## src/rtl/user_au_stream_source.sv

```systemverilog
// OBI-programmable audio sample source: software fills a sample FIFO, a
// programmable divider releases one signed 32-bit sample per period onto a valid/ready stream.
package user_au_stream_pkg;
    typedef struct packed {
        logic [31:0] addr;
        logic        we;
        logic [3:0]  be;
        logic [31:0] wdata;
    } obi_a_chan_t;

    typedef struct packed {
        logic        req;
        obi_a_chan_t a;
    } obi_req_t;

    typedef struct packed {
        logic [31:0] rdata;
        logic        err;
    } obi_r_chan_t;

    typedef struct packed {
        logic        gnt;
        logic        rvalid;
        obi_r_chan_t r;
    } obi_rsp_t;
endpackage

module user_au_stream_source #(
    parameter int unsigned FIFO_DEPTH  = 16,
    parameter int unsigned DEFAULT_DIV = 1041,
    parameter type obi_req_t = user_au_stream_pkg::obi_req_t,
    parameter type obi_rsp_t = user_au_stream_pkg::obi_rsp_t
) (
    input  logic               clk_i,
    input  logic               rst_ni,
    input  obi_req_t           obi_req_i,
    output obi_rsp_t           obi_rsp_o,
    output logic signed [31:0] data_o,
    output logic               valid_o,
    input  logic               ready_i
);
    localparam int unsigned AW      = $clog2(FIFO_DEPTH);
    localparam logic [8:0]  DEPTH_L = 9'(FIFO_DEPTH);
    localparam logic [15:0] DIV_RST = 16'(DEFAULT_DIV);

    localparam logic [1:0] SEL_CTRL   = 2'd0;
    localparam logic [1:0] SEL_STATUS = 2'd1;
    localparam logic [1:0] SEL_DIV    = 2'd2;
    localparam logic [1:0] SEL_DATA   = 2'd3;

    logic [31:0]   mem [FIFO_DEPTH];
    logic [AW-1:0] rd_ptr, wr_ptr;
    logic [8:0]    count;
    logic          en_q;
    logic [15:0]   div_q, cnt_q;
    logic          underrun_q, late_q, overflow_q;
    logic          valid_q;
    logic [31:0]   data_q;
    logic          rvalid_q;
    logic [31:0]   rdata_q, rdata_d;

    logic [1:0]  sel;
    logic [31:0] wdata;
    logic        wr_en, rd_en, ctrl_wr, status_wr, div_wr, data_wr;
    logic        flush, tick, out_free, load, empty, full, pop, push_ok;
    logic        underrun_set, late_set, overflow_set;
    logic [31:0] status;
    logic        unused_obi;

    assign sel       = obi_req_i.a.addr[3:2];
    assign wdata     = obi_req_i.a.wdata;
    assign wr_en     = obi_req_i.req & obi_req_i.a.we;
    assign rd_en     = obi_req_i.req & ~obi_req_i.a.we;
    assign ctrl_wr   = wr_en & (sel == SEL_CTRL);
    assign status_wr = wr_en & (sel == SEL_STATUS);
    assign div_wr    = wr_en & (sel == SEL_DIV);
    assign data_wr   = wr_en & (sel == SEL_DATA);
    assign unused_obi = ^{obi_req_i.a.addr[31:4], obi_req_i.a.addr[1:0], obi_req_i.a.be};

    assign flush    = ctrl_wr & wdata[1];
    assign empty    = (count == 9'd0);
    assign full     = (count == DEPTH_L);
    assign tick     = en_q & (cnt_q == div_q);
    assign out_free = ~valid_q | ready_i;
    assign load     = tick & out_free;
    assign pop      = load & ~empty;
    // Room is judged after a same-cycle pop; a flush always beats a push.
    assign push_ok      = data_wr & ~flush & (~full | pop);
    assign overflow_set = data_wr & ~flush & full & ~pop;
    assign underrun_set = load & empty;
    assign late_set     = tick & ~out_free;

    always_ff @(posedge clk_i) begin
        if (push_ok) mem[wr_ptr] <= wdata;
    end

    always_ff @(posedge clk_i or negedge rst_ni) begin
        if (!rst_ni) begin
            rd_ptr <= '0;
            wr_ptr <= '0;
            count  <= '0;
        end else if (flush) begin
            // A same-cycle pop still reads mem[rd_ptr] before the pointers realign.
            rd_ptr <= wr_ptr;
            count  <= '0;
        end else begin
            if (push_ok) wr_ptr <= wr_ptr + AW'(1);
            if (pop)     rd_ptr <= rd_ptr + AW'(1);
            count <= count + 9'(push_ok) - 9'(pop);
        end
    end

    always_ff @(posedge clk_i or negedge rst_ni) begin
        if (!rst_ni) begin
            cnt_q <= '0;
        end else if (!en_q || tick) begin
            cnt_q <= '0;
        end else begin
            cnt_q <= cnt_q + 16'd1;
        end
    end

    always_ff @(posedge clk_i or negedge rst_ni) begin
        if (!rst_ni) begin
            valid_q <= 1'b0;
            data_q  <= '0;
        end else if (load) begin
            valid_q <= 1'b1;
            data_q  <= empty ? 32'd0 : mem[rd_ptr];
        end else if (valid_q && ready_i) begin
            valid_q <= 1'b0;
        end
    end

    always_ff @(posedge clk_i or negedge rst_ni) begin
        if (!rst_ni) begin
            en_q       <= 1'b0;
            div_q      <= DIV_RST;
            underrun_q <= 1'b0;
            late_q     <= 1'b0;
            overflow_q <= 1'b0;
        end else begin
            if (ctrl_wr) en_q  <= wdata[0];
            if (div_wr)  div_q <= wdata[15:0];
            // Sticky sets win over a simultaneous W1C.
            underrun_q <= (underrun_q & ~(status_wr & wdata[10])) | underrun_set;
            late_q     <= (late_q     & ~(status_wr & wdata[11])) | late_set;
            overflow_q <= (overflow_q & ~(status_wr & wdata[12])) | overflow_set;
        end
    end

    assign status = {18'd0, full, overflow_q, late_q, underrun_q, empty, count};

    always_comb begin
        rdata_d = '0;
        if (rd_en) begin
            case (sel)
                SEL_CTRL:   rdata_d = {31'd0, en_q};
                SEL_STATUS: rdata_d = status;
                SEL_DIV:    rdata_d = {16'd0, div_q};
                default:    rdata_d = '0;
            endcase
        end
    end

    always_ff @(posedge clk_i or negedge rst_ni) begin
        if (!rst_ni) begin
            rvalid_q <= 1'b0;
            rdata_q  <= '0;
        end else begin
            rvalid_q <= obi_req_i.req;
            rdata_q  <= rdata_d;
        end
    end

    always_comb begin
        obi_rsp_o         = '0;
        obi_rsp_o.gnt     = obi_req_i.req;
        obi_rsp_o.rvalid  = rvalid_q;
        obi_rsp_o.r.rdata = rdata_q;
        obi_rsp_o.r.err   = 1'b0;
    end

    assign valid_o = valid_q;
    assign data_o  = data_q;
endmodule

```

## config.mk

```make
export PLATFORM = sky130hd
export DESIGN_NAME = user_au_stream_source
export DESIGN_NICKNAME = d
export VERILOG_FILES = /design/src/rtl/user_au_stream_source.sv
export SDC_FILE = /design/constraint.sdc
export NUM_CORES = 1
export LEC_CHECK = 0
export BUFFER_PORTS_ARGS = -buffer_cell sky130_fd_sc_hd__clkbuf_2
export CORE_MARGIN = 2
export CORE_UTILIZATION = 55
export CTS_BUF_LIST = sky130_fd_sc_hd__clkbuf_4 sky130_fd_sc_hd__clkbuf_8
export CTS_CLUSTER_SIZE = 30
export DETAILED_ROUTE_END_ITERATION = 10
export PLACE_DENSITY = 0.79
export SETUP_SLACK_MARGIN = 0.15
export SLEW_MARGIN = 5
export SYNTH_ARGS = -nofsm -noshare
export SYNTH_HDL_FRONTEND = slang
export SYNTH_SLANG_ARGS = --single-unit
```

## constraint.sdc

```tcl
create_clock -name clk_i -period 5.1 [get_ports clk_i]
set_clock_uncertainty 0.1 [all_clocks]
set_input_delay 1.275 -clock clk_i [delete_from_list [all_inputs] [get_ports clk_i]]
set_output_delay 1.275 -clock clk_i [all_outputs]
set_load 0.005 [all_outputs]
```

; ---- Word-level counts from Yosys, hierarchy flattened
; Memories as Yosys holds them, arrays and structs flattened.
; Index checks and enable logic that the tools add are counted.
; Widths: inputs -> output; s select.
[classes]
eq_ne = 5
reduce_logical = 8
addsub = 5
mux = 11
bitwise_logic = 37
[ops]
columns = op, count
row1 = $pmux 16 s3, 1
row2 = $mux 16, 2
row3 = $mux 32, 1
row4 = $and 1x1->1, 22
row5 = $add 16x1->16 const B, 1
row6 = $eq 16x16->1, 1
row7 = $not 1->1, 10
row8 = $add 9x1->9, 1
row9 = $eq 9x5->1 const B, 1
row10 = $logic_not 9->1, 1
row11 = $mux 9, 1
row12 = $sub 9x1->9, 1
row13 = $add 4x1->4 const B, 2
row14 = $mux 4, 2
row15 = $or 1x1->1, 5
row16 = $eq 2x2->1 const B, 2
row17 = $mux 1, 4
row18 = $reduce_bool 2->1, 2
row19 = $eq 2x1->1 const B, 1
row20 = $logic_not 2->1, 1
row21 = $reduce_and 2->1, 1
row22 = $logic_and 1x1->1, 1
row23 = $logic_not 1->1, 1
row24 = $logic_or 1x1->1, 1
[word_totals]
inputBits = 73
word_cells = 80
reg_bits = 119
n_memories = 1
ramBits = 512
output_inout_bits = 68
[mem_list]
columns = memory, words, width, read_ports, rd_clocked_by_memory_dff, wr, line_no
row1 = mem, 16, 32, 1, 0, 1, 51  ; logic [31:0] mem [FIFO_DEPTH];

; ---- Depth between registers and ports, before layout
[logic_depth]
depth_word = 9
mapped_depth = 18
mapped_depth_nobuf = 17

; ---- Worst setup path before layout
; Ideal clock, no wire load.
[synth_path]
path_type = in2reg
start = input port ready_i
end = memory mem[3][0], enable pin
n_path_buf = 1
t_arrival_ns = 5.092
cell_stages = 6
slack_ns = -0.594
required_ns = 4.498
cell_sequence = nand2b_1 -> nand2_1 -> nor3_1 -> a21oi_1 -> clkbuf_1 -> nor4_1
[synth_between]
elab_chain_len = 7
[synth_lines]
columns = item, line_no
row1 = from (decl), 40  ; input logic ready_i
row2 = $or 1x1->1, 84  ; assign out_free = ~valid_q | ready_i;
row3 = $and 1x1->1, 85  ; assign load = tick & out_free;
row4 = $and 1x1->1, 86  ; assign pop = load & ~empty;
row5 = $or 1x1->1, 88  ; assign push_ok = data_wr & ~flush & (~full | pop);
row6 = $and 1x1->1, 88
row7 = $mux 1, 94  ; if (push_ok) mem[wr_ptr] <= wdata;
row8 = $mux 1 (implied by the code), 94
row9 = to (decl), 51
; Every way passes these cells.

; ---- Final worst setup path
[layout_path]
start = register div_q[10]
end = register count[8]
[layout_between]
elab_chain_len = 9
[layout_lines]
columns = item, line_no
row1 = from (decl), 55  ; logic [15:0] div_q, cnt_q;
row2 = from (signal assigned), 144  ; if (div_wr) div_q <= wdata[15:0];
row3 = $eq 16x16->1 (*), 83  ; assign tick = en_q & (cnt_q == div_q);
row4 = $and 1x1->1 (*), 83
row5 = $and 1x1->1 (*), 85
row6 = $and 1x1->1 (*), 86
row7 = $or 1x1->1, 88
row8 = $and 1x1->1, 88
row9 = $add 9x1->9, 109  ; count <= count + 9'(push_ok) - 9'(pop);
row10 = $sub 9x1->9 (*), 109
row11 = $mux 9 (*), 102  ; end else if (flush) begin
row12 = to (signal assigned), 109
row13 = to (decl), 53  ; logic [8:0] count;
; Every way passes the cells marked *; elsewhere a longest branch is shown, timed or not.
; A chain may end at the register's enable or synchronous reset.

==> results_dict.tcl <==
set metrics [dict create \
    status "completed" \
    endpoint "count[8]$_DFF_PN0_" \
    rsz0062_at_grt "false" \
    path_max_fanout 6 \
    sequentialPowerShare 0.501 \
    drtAntennaViolNets 0 \
    cts_buffer_depth 3 \
    grt_first_pass_wirelength_um 75100 \
    pwr_density_cell_nw_per_um2 431 \
    cp.required_ns 5.48 \
    synth-async-reset-ratio 0.167 \
    grt_pass1_vias 12299 \
    htreeDepth 3 \
    fmax_mhz 248 \
    worst_setup_path_end_kind "flip-flop" \
    clkLatencyLatePin_ns 0.65 \
    final_cell_count_no_fill 1977 \
    drc 0 \
    dr_wl_met2_um 25100 \
    vias 11729 \
    cts_resized 0 \
    p_leak_nw 9.47 \
    r2r_slack_ns 1.07 \
    hold_viol 0 \
    fin_nets 1411 \
    crit_arrival_ns 4.42 \
    track_usage 0.229 \
    io_pins 141 \
    postCtsSetupRepairBufs 0 \
    grt_start_max_net_pins 75 \
    layout-drive-gt1-share 0.331 \
    cts_root_buf "clkbuf_8" \
    comb_power_share 0.163 \
    grt_antenna_before_repair 0 \
    reg2reg_depth 15 \
    clock_sinks 615 \
    synth-edff-count 512 \
    drt_iter0_markers 1184 \
    setup_violations 0 \
    intPower_mw 8.78 \
    place.port_buffers 89 \
    tns_ns 0 \
    path_class "reg2reg" \
    wl_met1_um 19800 \
    die_y_um 214 \
    yosysUniqueCellTypes 47 \
    die_area_um2 45600 \
    num_antenna_cells 0 \
    cts.clk_slew.worst_paths_ns 0.06 \
    cts_tree "built" \
    slew_violations 0 \
    first_pass_iters 5 \
    dr_wl_met3_um 3720 \
    gp_congestion 0.809 \
    synthCells 1163 \
    cts_hold_buf 0 \
    holdWs_ns 0.388 \
    rr_startpoint "div_q[10]$_DFFE_PN1P_" \
    crit_start "div_q[10]$_DFFE_PN1P_" \
    coreArea_um2 43200 \
    dpl.cell_count 1808 \
    start_kind "flip-flop" \
    die_w_um 214 \
    netlist_area_um2 24100 \
    switching_power_mw 2.96 \
    fin_crit_sh 0.791 \
    drt-total-wl_um 50000 \
    maxCapViolCount 0 \
    power_mw 11.7 \
    slowest_stage "dfstp_2" \
    yosys_warnings 0 \
    grt_overflow_total 0 \
    worst_slew_pin_slew_ns 1.22 \
    ir_worst_vdd_mv 0.340 \
    relSlewSlack 0.189 \
    synth_seq_cells 615 \
    dr.max_layer_used "met4" \
    swShare 0.252 \
    avgSynthCellArea_um2 20.8 \
    ys_seq_area_frac 0.744 \
    max_stage_delay_ns 0.55 \
    ys.flop_type "edfxtp_1" \
    post_drt_wl_per_cell_um 25.3 \
    whs_path_depth 2 \
    rows 76 \
    start_util 0.559 \
    timing.rr.end "count[8]$_DFF_PN0_" \
    cts-buffers-inserted 94 \
    clockPowerShare 0.336 \
    hold_path.class "reg2reg" \
    fin_crit_ns 4.03 \
    viasPerCell 5.93 \
    dp_hpwl_um 28200 \
    crit_chain "xnor2_1 > nand4_1 > nor4_4 > nand4_1 > inv_2 > ha_1 > inv_1 > ha_1 > fa_1 > a21oi_1 > o21ba_2 > o22ai_1 > o41a_1 > xnor2_1 > nor2_1" \
    area_delta_synth_final_pct 12.9 \
    finish.utilization 0.631 \
]
[worst max-delay path: cells and delay by family, from the launching register on]
kind,cells,cell delay [ns]
simple gates,4,1.27
compound gates,4,0.72
flops,1,0.55
fa+ha+maj,3,0.76
buf+inv,2,0.19
xor+xnor,2,0.27
[power groups by stage]
| stage | combinational [mW] | sequential [mW] | clock [mW] |
|---|---|---|---|
| 2_1_floorplan | 1.64 | 5.84 | 0 |
| 3_3_place_gp | 1.90 | 5.97 | 0 |
| 6_report | 1.92 | 5.88 | 3.95 |
| 5_1_grt | 2.10 | 5.91 | 4.24 |
| 3_5_place_dp | 1.95 | 5.98 | 0 |
| 4_1_cts | 1.95 | 5.88 | 4.02 |
[state kept, by name (all words and copies together) (netlist names), 4 cells and up]
| register | count |
|---|---|
| count | 9 |
| wr_ptr | 4 |
| div_q | 16 |
| mem | 512 |
| cnt_q | 16 |
| rd_ptr | 4 |
| rdata_q | 16 |
| data_o | 32 |
[cell type report]
class                           instances  area (um2)
Clock inverter                         41         238
Fill cell                            2882       15900
Tap cell                              585         732
Clock buffer                          128        1610
Inverter                               17        63.8
Multi-Input combinational cell        472        5810
Timing Repair Buffer                  119         836
Sequential cell                       615       18000
[cells in the mapped netlist (2+ instances only)]
library cell	n	area, um2
mux2_1	12	135
mux2_2	8	90.1
edfxtp_1	512	15400
ha_1	18	225
and3_1	12	75.1
inv_1	16	60.1
nor2_1	49	184
o21ai_1	8	40.0
a22o_1	31	272
nand3_1	13	65.1
nor2b_1	6	37.5
nor3b_1	5	37.5
a22oi_1	14	105
xor2_1	12	105
xnor2_1	29	254
nand3b_1	2	15.0
nor3_1	4	20.0
buf_2	9	45.0
a21oi_1	8	40.0
buf_4	22	165
buf_6	9	101
o21ai_0	2	10.0
mux2i_1	5	50.1
dfrtp_1	100	2500
mux4_2	157	3540
nand2b_1	5	31.3
a21o_1	2	15.0
nand2_1	20	75.1
dfstp_2	3	78.8
and2_1	9	56.3
clkbuf_1	35	131
and4_1	4	35.0
nand4_1	8	50.1
[per-stage QoR]
stage / setup WS, ns / area (um2)
floorplan: 0.754 / 24200
global placement: 0.938 / 25400
detailed placement: 0.965 / 25400
CTS: 1.08 / 27300
global route: 0.874 / 27300
finish: 1.07 / 27300
[kinds of logic (layout without fill, tap and decap cells)]
family	Yosys count	after routing	synth area share
XOR/XNOR	41	41	0.0149
adder cells (fa/ha/maj)	19	19	0.0102
AND/OR/NAND/NOR	142	142	0.0303
other	1	17	0.000155
multiplexers	182	182	0.158
AO/OA/AOI/OAI	71	71	0.0221
flip-flops	615	615	0.744
buffers and inverters	92	305	0.0210
[cells in the final DEF (no fill, tap or decap), types with 8 or more instances in the layout]
| cell type | instances |
|---|---|
| a22o_1 | 31 |
| a22oi_1 | 14 |
| and3_1 | 8 |
| buf_12 | 13 |
| buf_4 | 18 |
| clkbuf_2 | 88 |
| clkbuf_4 | 25 |
| clkbuf_8 | 103 |
| clkinv_1 | 20 |
| clkinv_2 | 15 |
| conb_1 | 17 |
| dfrtp_1 | 96 |
| edfxtp_1 | 512 |
| ha_1 | 18 |
| inv_1 | 16 |
| mux2_1 | 12 |
| mux2_2 | 8 |
| mux4_2 | 157 |
| nand2_1 | 20 |
| nand3_1 | 12 |
| nand4_1 | 8 |
| nor2_1 | 45 |
| o21ai_1 | 8 |
| xnor2_1 | 29 |
| xor2_1 | 12 |
[layer usage]
metal / track usage / up-vias
li1: - / 5019
met1: 0.309 / 6145
met2: 0.376 / 471
met3: 0.0428 / 94
met4: 0.0891 / 0
met5: 0 / -
[how the worst min path moves through the flow]
stage	from	endpoint	slack (ns)
floorplan	late_q$_DFF_PN0_	late_q$_DFF_PN0_	0.35
global placement	underrun_q$_DFF_PN0_	underrun_q$_DFF_PN0_	0.37
detailed placement	overflow_q$_DFF_PN0_	overflow_q$_DFF_PN0_	0.38
CTS	late_q$_DFF_PN0_	late_q$_DFF_PN0_	0.39
global route	underrun_q$_DFF_PN0_	underrun_q$_DFF_PN0_	0.43
finish	overflow_q$_DFF_PN0_	overflow_q$_DFF_PN0_	0.39
(Power assumes the default switching activity.)
